<file path="config.mk">
export PLATFORM = sky130hd
export DESIGN_NAME = atm_txn_arbiter
export DESIGN_NICKNAME = d
export VERILOG_FILES = /design/src/rtl/atm_pkg.sv /design/src/rtl/atm_account_store.sv /design/src/rtl/atm_txn_arbiter.sv
export SDC_FILE = /design/constraint.sdc
export NUM_CORES = 1
export LEC_CHECK = 0
export ABC_AREA = 1
export CAP_MARGIN = 10
export CORE_UTILIZATION = 54
export DETAILED_ROUTE_END_ITERATION = 8
export PLACE_DENSITY_LB_ADDON = 0.2
export SYNTH_ARGS = -nofsm -noshare
export SYNTH_HDL_FRONTEND = slang
export SYNTH_SLANG_ARGS = --single-unit
</file>
<file path="constraint.sdc">
create_clock -name clk -period 2.1 [get_ports clk]
set_clock_uncertainty 0.2 [all_clocks]
set_input_delay 0.315 -clock clk [delete_from_list [all_inputs] [get_ports clk]]
set_output_delay 0.315 -clock clk [all_outputs]
set_load 0.02 [all_outputs]
</file>
<file path="src/rtl/atm_pkg.sv">
// Shared types and constants for the two-terminal ATM transaction arbiter.
// Imported by the account store and the arbiter top.
package atm_pkg;

  localparam int BAL_W    = 18;
  localparam int AMT_W    = 12;
  localparam int CARD_W   = 3;
  localparam int NUM_ACCT = 8;

  localparam logic [AMT_W-1:0] MAX_TXN   = 12'd2000;
  localparam logic [BAL_W-1:0] RESET_BAL = 18'd1000;

  typedef enum logic [1:0] {
    OP_QUERY = 2'd0,
    OP_DEP   = 2'd1,
    OP_WDR   = 2'd2,
    OP_ILL   = 2'd3
  } op_e;

  typedef enum logic [1:0] {
    ERR_OK    = 2'd0,
    ERR_CARD  = 2'd1,
    ERR_LIMIT = 2'd2,
    ERR_FUNDS = 2'd3
  } err_e;

  typedef enum logic [1:0] {
    ST_IDLE = 2'd0,
    ST_READ = 2'd1,
    ST_EXEC = 2'd2,
    ST_DONE = 2'd3
  } state_e;

  typedef struct packed {
    logic              term;
    logic [1:0]        op;
    logic [CARD_W-1:0] card;
    logic [AMT_W-1:0]  amt;
  } txn_t;

  typedef struct packed {
    logic             acc;
    logic [1:0]       err;
    logic [BAL_W-1:0] bal;
  } res_t;

  function automatic logic card_ok(input logic [CARD_W-1:0] c);
    return (c >= 3'd1) && (c <= 3'd5);
  endfunction

endpackage

</file>
<file path="src/rtl/atm_account_store.sv">
// Eight 18-bit account balances with one registered read port
// and one write port; reset reloads the opening balances.
module atm_account_store
  import atm_pkg::*;
(
  input  logic              clk,
  input  logic              rst,
  input  logic              rd_en,
  input  logic [CARD_W-1:0] rd_addr,
  output logic [BAL_W-1:0]  rd_data,
  input  logic              we,
  input  logic [CARD_W-1:0] wr_addr,
  input  logic [BAL_W-1:0]  wr_data
);

  logic [BAL_W-1:0] mem_q [NUM_ACCT];
  logic [BAL_W-1:0] mem_d [NUM_ACCT];
  logic [BAL_W-1:0] rd_data_q;
  logic [BAL_W-1:0] rd_data_d;

  // Next array contents and read register; read holds when idle.
  always_comb begin
    mem_d = mem_q;
    if (we) begin
      mem_d[wr_addr] = wr_data;
    end
    rd_data_d = rd_en ? mem_q[rd_addr] : rd_data_q;
  end

  // Reset loads live cards with the opening balance, others with 0.
  always_ff @(posedge clk) begin
    if (rst) begin
      for (int i = 0; i < NUM_ACCT; i++) begin
        mem_q[i] <= card_ok(CARD_W'(i)) ? RESET_BAL : '0;
      end
      rd_data_q <= '0;
    end else begin
      mem_q     <= mem_d;
      rd_data_q <= rd_data_d;
    end
  end

  assign rd_data = rd_data_q;

endmodule

</file>
<file path="src/rtl/atm_txn_arbiter.sv">
// Serializes two ATM terminals onto one shared account store.
// Each transaction walks IDLE -> READ -> EXEC -> DONE.
module atm_txn_arbiter
  import atm_pkg::*;
(
  input  logic              clk,
  input  logic              rst,
  input  logic              req0,
  input  logic              req1,
  input  logic [1:0]        op0,
  input  logic [1:0]        op1,
  input  logic [CARD_W-1:0] card0,
  input  logic [CARD_W-1:0] card1,
  input  logic [AMT_W-1:0]  amt0,
  input  logic [AMT_W-1:0]  amt1,
  output logic [1:0]        done,
  output logic              accepted,
  output logic [1:0]        err,
  output logic [BAL_W-1:0]  balance,
  output logic              busy
);

  state_e           state_q, state_d;
  txn_t             txn_q, txn_d;
  res_t             res_q, res_d;
  logic             prio_q, prio_d;
  logic [1:0]       done_q, done_d;
  logic             both, gnt;
  logic [BAL_W-1:0] rd_data;
  logic [BAL_W-1:0] amt_ext;
  logic [BAL_W:0]   sum;
  logic             we;

  // Sequencing and grant; priority only rotates on contested grants,
  // so a lone request never steals the other terminal's next turn.
  always_comb begin
    state_d = state_q;
    txn_d   = txn_q;
    prio_d  = prio_q;
    both    = req0 & req1;
    gnt     = both ? prio_q : req1;
    unique case (state_q)
      ST_IDLE: begin
        if (req0 | req1) begin
          txn_d.term = gnt;
          txn_d.op   = gnt ? op1 : op0;
          txn_d.card = gnt ? card1 : card0;
          txn_d.amt  = gnt ? amt1 : amt0;
          state_d    = ST_READ;
          if (both) begin
            prio_d = ~gnt;
          end
        end
      end
      ST_READ: state_d = ST_EXEC;
      ST_EXEC: state_d = ST_DONE;
      ST_DONE: state_d = ST_IDLE;
      default: state_d = ST_IDLE;
    endcase
  end

  // Transaction rules evaluated on the freshly read balance.
  always_comb begin
    amt_ext = BAL_W'(txn_q.amt);
    sum     = {1'b0, rd_data} + {1'b0, amt_ext};
    res_d   = '0;
    done_d  = '0;
    if (state_q == ST_EXEC) begin
      done_d    = txn_q.term ? 2'b10 : 2'b01;
      res_d.bal = rd_data;
      res_d.err = ERR_OK;
      if (!card_ok(txn_q.card) || txn_q.op == OP_ILL) begin
        res_d.err = ERR_CARD;
      end else if (txn_q.op == OP_QUERY) begin
        res_d.acc = 1'b1;
      end else if (txn_q.amt == '0 || txn_q.amt > MAX_TXN) begin
        res_d.err = ERR_LIMIT;
      end else if (txn_q.op == OP_DEP) begin
        if (sum[BAL_W]) begin
          res_d.err = ERR_LIMIT;
        end else begin
          res_d.acc = 1'b1;
          res_d.bal = sum[BAL_W-1:0];
        end
      end else if (amt_ext > rd_data) begin
        res_d.err = ERR_FUNDS;
      end else begin
        res_d.acc = 1'b1;
        res_d.bal = rd_data - amt_ext;
      end
    end
  end

  // State, latched request and result registers.
  always_ff @(posedge clk) begin
    if (rst) begin
      state_q <= ST_IDLE;
      txn_q   <= '0;
      prio_q  <= 1'b0;
      res_q   <= '0;
      done_q  <= '0;
    end else begin
      state_q <= state_d;
      txn_q   <= txn_d;
      prio_q  <= prio_d;
      res_q   <= res_d;
      done_q  <= done_d;
    end
  end

  assign we = (state_q == ST_DONE) && res_q.acc
           && (txn_q.op != OP_QUERY);

  atm_account_store u_store (
    .clk     (clk),
    .rst     (rst),
    .rd_en   (state_q == ST_READ),
    .rd_addr (txn_q.card),
    .rd_data (rd_data),
    .we      (we),
    .wr_addr (txn_q.card),
    .wr_data (res_q.bal)
  );

  assign done     = done_q;
  assign accepted = res_q.acc;
  assign err      = res_q.err;
  assign balance  = res_q.bal;
  assign busy     = (state_q != ST_IDLE);

endmodule

</file>
* Word level (Yosys, flattened, before mapping)
Cells that the tools add are included.
** Storage, ports and cells
- Flip-flop bits (word level) :: 206
- Input bits :: 38
- Output and inout bits :: 24
** Operators by class
- $add $sub $neg :: 2
- Magnitude comparators :: 6
- Eq/ne operators :: 6
- Multiplexer cells :: 27
- Bitwise logic cells :: 5
- Reduce and logical (&&, ||, !) cells :: 17
** Operator list (count)
- 144-bit bitwise mux :: 1
- 18-bit 2-to-1 mux :: 7
- 18-bit binary-select mux with 3-bit select :: 1
- 18-bit demux with 3-bit select :: 1
- 21-bit 2-to-1 mux :: 1
- 18-bit by 12-bit adder with 19-bit output :: 1
- 19-bit 2-to-1 mux :: 1
- 12-bit by 18-bit greater-than comparator with 1-bit output :: 1
- 18-bit by 12-bit subtractor with 18-bit output :: 1
- 12-bit by 11-bit greater-than comparator with 1-bit output (second input constant) :: 1
- 12-bit zero test :: 1
- 12-bit 2-to-1 mux :: 1
- 2-bit 2-to-1 mux :: 6
- 2-bit case mux with 4 select lines :: 1
- 2-bit == test (second input constant) :: 3
- 1-bit 2-to-1 mux :: 6
- 2-bit by 1-bit == test with 1-bit output (second input constant) :: 2
- 4-bit greater-or-equal comparator (second input constant) :: 1
- 1-bit logical AND :: 4
- 2-bit zero test :: 2
- 4-bit by 1-bit < comparator with 1-bit output (second input constant) :: 1
- 3-bit inverter with 4-bit output :: 1
- 2-bit nonzero test :: 2
- 4-bit OR reduction :: 1
- other kinds (13) :: 15

* Longest topological paths before layout
Gate-level depths: netlist of the first run.
- Word-level depth :: 6
- Mapped depth :: 18
- Gate-level depth less buffers :: 17

* Cells and area by module
A second synthesis of the first run with hierarchy kept.
** Unflattened totals
- Cells, all modules :: 1623
- Area total of the unflattened synthesis :: 10919.2 um2
** Modules (own cells, without submodules)
- atm_account_store :: instances 1, cells an instance 998, area each 7043.0 um2, seq. area each 3243.1 um2
- atm_txn_arbiter :: instances 1, cells an instance 625, area each 3876.2 um2, seq. area each 880.8 um2

* Least setup slack after synthesis of the first run
Ideal clock, no wire load.
- Kind :: register to register
- Start point :: register txn_q (netlist bit amt_ext[0])
- End point :: register res_q (netlist bit balance[4])
- Library setup time :: 0.116 ns
- Data arrival time :: 1.894 ns
- Path slack :: -0.110 ns
- Cell stages (with the launch flop) :: 15
- Path buffers :: 0
- Clock period less this slack :: 2.210 ns
- Path through :: dfxtp_1 ha_1 fa_1 nand2_1 nand2_1 nand3_1 nand2_1 nand2_1 nand2_2 nand2_4 nand3_4 inv_2 nand3_1 a21oi_1 nor2_1
** Between the ends
- Cells in the longest elaborated chain, start to end :: 6
- Elaborated cells on any way between the ends :: 12
** Ends and longest elaborated chain
- from (decl) :: RTL line atm_txn_arbiter.sv:24 : txn_t txn_q, txn_d;
- from (signal assigned) :: RTL line atm_txn_arbiter.sv:104 : txn_q <= txn_d;
- 18-bit by 12-bit subtractor with 18-bit output (tied with other cells) :: RTL line atm_txn_arbiter.sv:89 : res_d.bal = rd_data - amt_ext;
- 18-bit 2-to-1 mux (on tied branches) :: RTL line atm_txn_arbiter.sv:85, atm_txn_arbiter.sv:79
- 21-bit 2-to-1 mux :: RTL line atm_txn_arbiter.sv:78 : end else if (txn_q.op == OP_DEP) begin
- 18-bit 2-to-1 mux * :: RTL line atm_txn_arbiter.sv:76 : end else if (txn_q.amt == '0 || txn_q.amt > MAX_TXN) begin
- 19-bit 2-to-1 mux * :: RTL line atm_txn_arbiter.sv:74 : end else if (txn_q.op == OP_QUERY) begin
- 18-bit 2-to-1 mux * :: RTL line atm_txn_arbiter.sv:72 : if (!card_ok(txn_q.card) || txn_q.op == OP_ILL) begin
- to (signal assigned) :: RTL line atm_txn_arbiter.sv:106 : res_q <= res_d;
- to (decl) :: RTL line atm_txn_arbiter.sv:25 : res_t res_q, res_d;
Mark *: on every way between the ends. The rest lies on a longest branch, timed or not.
A chain may end at the register's enable or synchronous reset.

* Worst setup path after layout of the first run
- Start point :: register txn_q (netlist bit amt_ext[0])
- End point :: register res_q (netlist bit balance[5])
The elaborated chain is that of the path after synthesis.

==> results.sh, run 1 <==
export IMPL_yosys_most_used_dff="dfxtp_1"
export IMPL_start_kind="flop"
export IMPL_start_util_pct=55.4
export IMPL_p_sw_mw=7.67
export IMPL_first_global_vias=10207
export IMPL_yosys_warnings=0
export IMPL_hold_path_depth=2
export IMPL_min_from="u_store.mem_q[141]$_SDFFE_PP0P_"
export IMPL_p_clk_share_pct=23.0
export IMPL_clock_sinks=206
export IMPL_cpPeakStageDelay_ns=0.37
export IMPL_synth_seq_cells=206
export IMPL_fin_setup_tns_ns=-4.87
export IMPL_fillers=1517
export IMPL_syn_area_sq_um=10400
export IMPL_cpMostUsedCell="nand3_2"
export IMPL_synth_top_area_share_pct=39.5
export IMPL_antenna_found_initial=0
export IMPL_instances_no_fill=1976
export IMPL_switching_share_pct=40.8
export IMPL_postLayoutSetupSlackWorst_ns=-0.299
export IMPL_hold_path_class="flop to flop"
export IMPL_htreeDepth=1
export IMPL_worstPathRequired_ns=2.35
export IMPL_avgSynthCellArea_sq_um=6.90
export IMPL_wl_per_cell_microns=17.4
export IMPL_violations="setup timing"
export IMPL_syn_inst=1513
export IMPL_r2r_slack_ns=-0.30
export IMPL_portBuffers=61
export IMPL_drv_slew=0
export IMPL_ios=62
export IMPL_worstPathArrival_ns=2.65
export IMPL_drt_total_wl_microns=34400
export IMPL_hold_viol=0
export IMPL_rr_startpoint="amt_ext[0]$_SDFFE_PP0P_"
export IMPL_dpl_hpwl_microns=23500
export IMPL_layout_drive_gt1_share_pct=22.1
export IMPL_worst_pin_slew_ns=0.524
export IMPL_layout_nets=1766
export IMPL_leakage_nw=6.39
export IMPL_p_seq_share_pct=24.9
export IMPL_clock_path_buffers=3
export IMPL_synth_edf_count=0
export IMPL_critPathSlowestCell="fa_2"
export IMPL_hold_end="u_store.mem_q[141]$_SDFFE_PP0P_"
export IMPL_rsz0062_at_grt="yes"
export IMPL_first_iter_violations=1033
export IMPL_grt_max_degree=74
export IMPL_num_vias=10861
export IMPL_synth_top_area_cell="dfxtp_1"
export IMPL_max_cap_viol_count=0
export IMPL_drt_first_pass_iters=6
export IMPL_synthTopCellsByArea="dfxtp_1, nor2_1, nand2_1, o21ai_0, inv_1"
export IMPL_power_total_mw=18.8
export IMPL_grt_usage_pct=34.7
export IMPL_synth_distinct_cells=45
export IMPL_overflow=0
export IMPL_clkLatencyLatePin_ns=0.51
export IMPL_die_w_microns=141
export IMPL_gp_congestion=0.968
export IMPL_numCtsBuffers=24
export IMPL_rr_worst_depth=13
export IMPL_p_int_mw=11.1
export IMPL_combPwrFrac_pct=52.1
export IMPL_ant_nets=0
export IMPL_die_h_microns=141
export IMPL_setup_viol_count_final=21
export IMPL_vias_per_cell=5.50
export IMPL_diodes=0
export IMPL_slew_headroom_pct=64.2
export IMPL_min_period_ns=2.40
export IMPL_synth_yosys_seq_area_share_pct=39.5
export IMPL_worst_setup_path_type="flop to flop"
export IMPL_cts_hold_buf=0
export IMPL_cts_tree="built"
export IMPL_coreArea_sq_um=18800
export IMPL_drc=0
export IMPL_rows=50
export IMPL_area_growth_pct=32.8
export IMPL_utilization_pct=73.6
export IMPL_cts_reportedPaths_clkPinSlew_ns=0.06
export IMPL_fp_dieArea_sq_um=19900
export IMPL_synth_fp_nets=1581
export IMPL_r2r_end="balance[5]$_SDFF_PP0_"
export IMPL_grt_pass1_wl_microns=54300
export IMPL_path_cells="buf_12 -> ha_4 -> fa_2 -> inv_4 -> nand3_2 -> nand3_2 -> nand2_2 -> nand2_4 -> nand2_8 -> a21oi_4 -> buf_6 -> o21ai_1 -> nor2_1"
export IMPL_vdd_drop_max_mv=0.705
export IMPL_placedCellCount=1915
export IMPL_cp_max_fo=6
export IMPL_period_share_pct=114
export IMPL_end_kind="flop"
export IMPL_async_flop_share_pct=0
export IMPL_clock_fmax_ghz=0.417
export IMPL_clock_root_buffer="clkbuf_16"
export IMPL_powerDensity_nw_per_um2=1360
export IMPL_status="finished, violations left"
per-layer routing:
layer | wire length (microns) | global-route usage (%)
met5 | 0 | 0
met4 | 1230 | 13.6
met3 | 2210 | 4.79
met2 | 16700 | 59.2
met1 | 14300 | 44.4
layout make-up:
class	instances	area [sq um]	area share, %
timing repair buffer	252	2220	16.1
tap	260	325	2.35
timing repair inverter	1	3.75	0.0271
multi-input combinational	1063	5740	41.4
clock buffer	33	726	5.24
sequential	206	4140	29.9
inverter	150	578	4.17
clock inverter	11	114	0.822
timing repair:
item | CTS | global route
setup buffers | 7 | 9
pin swaps | 15 | 16
cloned | 1 | 0
resized for setup | 81 | 47
endpoints found under the setup margin | 29 | 45
cell usage after synthesis (2+ instances only):
master	n
o211ai_1	28
a21oi_1	91
o21bai_1	5
nand2_1	240
nor2_1	276
nand2_2	8
fa_1	2
a21oi_2	3
nor2_4	5
nand4_1	7
buf_1	4
nand3b_1	3
o21ai_1	3
nand3_1	90
o21ai_0	173
a31oi_1	15
dfxtp_1	206
clkinv_1	3
clkbuf_1	54
or2_2	2
a211oi_1	15
o32ai_1	4
inv_1	132
o21bai_2	2
inv_2	15
xor2_1	10
buf_4	3
nor2_2	7
nor3_1	19
ha_1	28
nand2_4	4
buf_2	29
a2111oi_0	13
buf_6	3
sequential cells by signal, indices dropped and copies added (netlist names):
name and flops:
accepted 1, prio_q 1, txn_q 6, done 2, balance 18, amt_ext 12, err 2, state_q 2
u_store.mem_q 144, u_store.rd_data 18
power by group through the flow:
stage	logic, mW	clock network, mW	registers [mW]
2_1_floorplan	4.75	0	4.65
3_3_place_gp	8.35	0	4.68
3_5_place_dp	8.36	0	4.69
4_1_cts	9.09	4.36	4.65
5_1_grt	10.6	4.53	4.71
6_report	9.80	4.33	4.68
cell families after synthesis:
group / count (synthesis) / synth area share [%]
AOI/OAI and AO/OA: 358 / 19.6
xor gates and xnor gates: 10 / 0.839
adders and majority gates: 30 / 3.74
buffers and inverters: 244 / 9.46
DFF: 206 / 39.5
and+or+nand+nor: 665 / 26.8
placed cells by master (no fill, tap or decap), types with 6 or more instances in the layout:
cell type,count
nor2_1,263
nand2_1,220
dfxtp_1,195
buf_4,172
o21ai_0,167
inv_1,127
a21oi_1,81
nand3_1,80
clkdlybuf4s50_1,54
o211ai_1,28
clkbuf_16,25
nand2_2,24
nor2_2,18
ha_1,18
inv_2,16
nor3_1,16
a31oi_1,15
a211oi_1,15
a21oi_2,13
buf_12,13
nand3_2,10
xor2_1,10
ha_4,9
dfxtp_2,9
nor2_4,7
nand2_4,7
nand4_1,7
clkbuf_8,7
o21ai_1,6
clkinv_2,6
buf_6,6
worst max path at each step:
| stage | from | end | slack (ns) |
|---|---|---|---|
| 6_report | amt_ext[0]$_SDFFE_PP0P_ | balance[5]$_SDFF_PP0_ | -0.30 |
| 3_3_place_gp | amt_ext[5]$_SDFFE_PP0P_ | balance[17]$_SDFF_PP0_ | -0.28 |
| 3_5_place_dp | amt_ext[5]$_SDFFE_PP0P_ | balance[17]$_SDFF_PP0_ | -0.29 |
| 4_1_cts | u_store.rd_data[0]$_SDFFE_PP0N_ | balance[5]$_SDFF_PP0_ | -0.21 |
| 5_1_grt | amt_ext[0]$_SDFFE_PP0P_ | balance[5]$_SDFF_PP0_ | -0.41 |
| 2_1_floorplan | amt_ext[11]$_SDFFE_PP0P_ | balance[8]$_SDFF_PP0_ | 0.001 |
per-stage QoR:
step	instance area, sq um	hold slack, ns	setup slack, ns
2_1_floorplan	10500	0.184	0.00118
3_3_place_gp	12400	0.225	-0.285
3_5_place_dp	12400	0.237	-0.289
4_1_cts	13600	0.248	-0.208
5_1_grt	13900	0.261	-0.409
6_report	13900	0.249	-0.299
critical path: cells and delay by family, from the launching register on:
family | cells | cell delay (ns)
and+or+nand+nor | 6 | 0.56
AOI/OAI and AO/OA | 2 | 0.33
adders and majority gates | 2 | 0.52
buffers and inverters | 3 | 0.38
DFF | 1 | 0.36
Note: power is estimated with default switching activity, not from simulation.
==> run 2: changes to the inputs <==
--- a/config.mk
+++ b/config.mk
@@ -6,6 +6,7 @@
 export NUM_CORES = 1
 export LEC_CHECK = 0
 export ABC_AREA = 1
+export ABC_CLOCK_PERIOD_IN_PS = 2100
 export CAP_MARGIN = 10
 export CORE_UTILIZATION = 54
 export DETAILED_ROUTE_END_ITERATION = 8
==> results of run 2 <==
Final layout, timing and power as in run 1 (identical DEF).
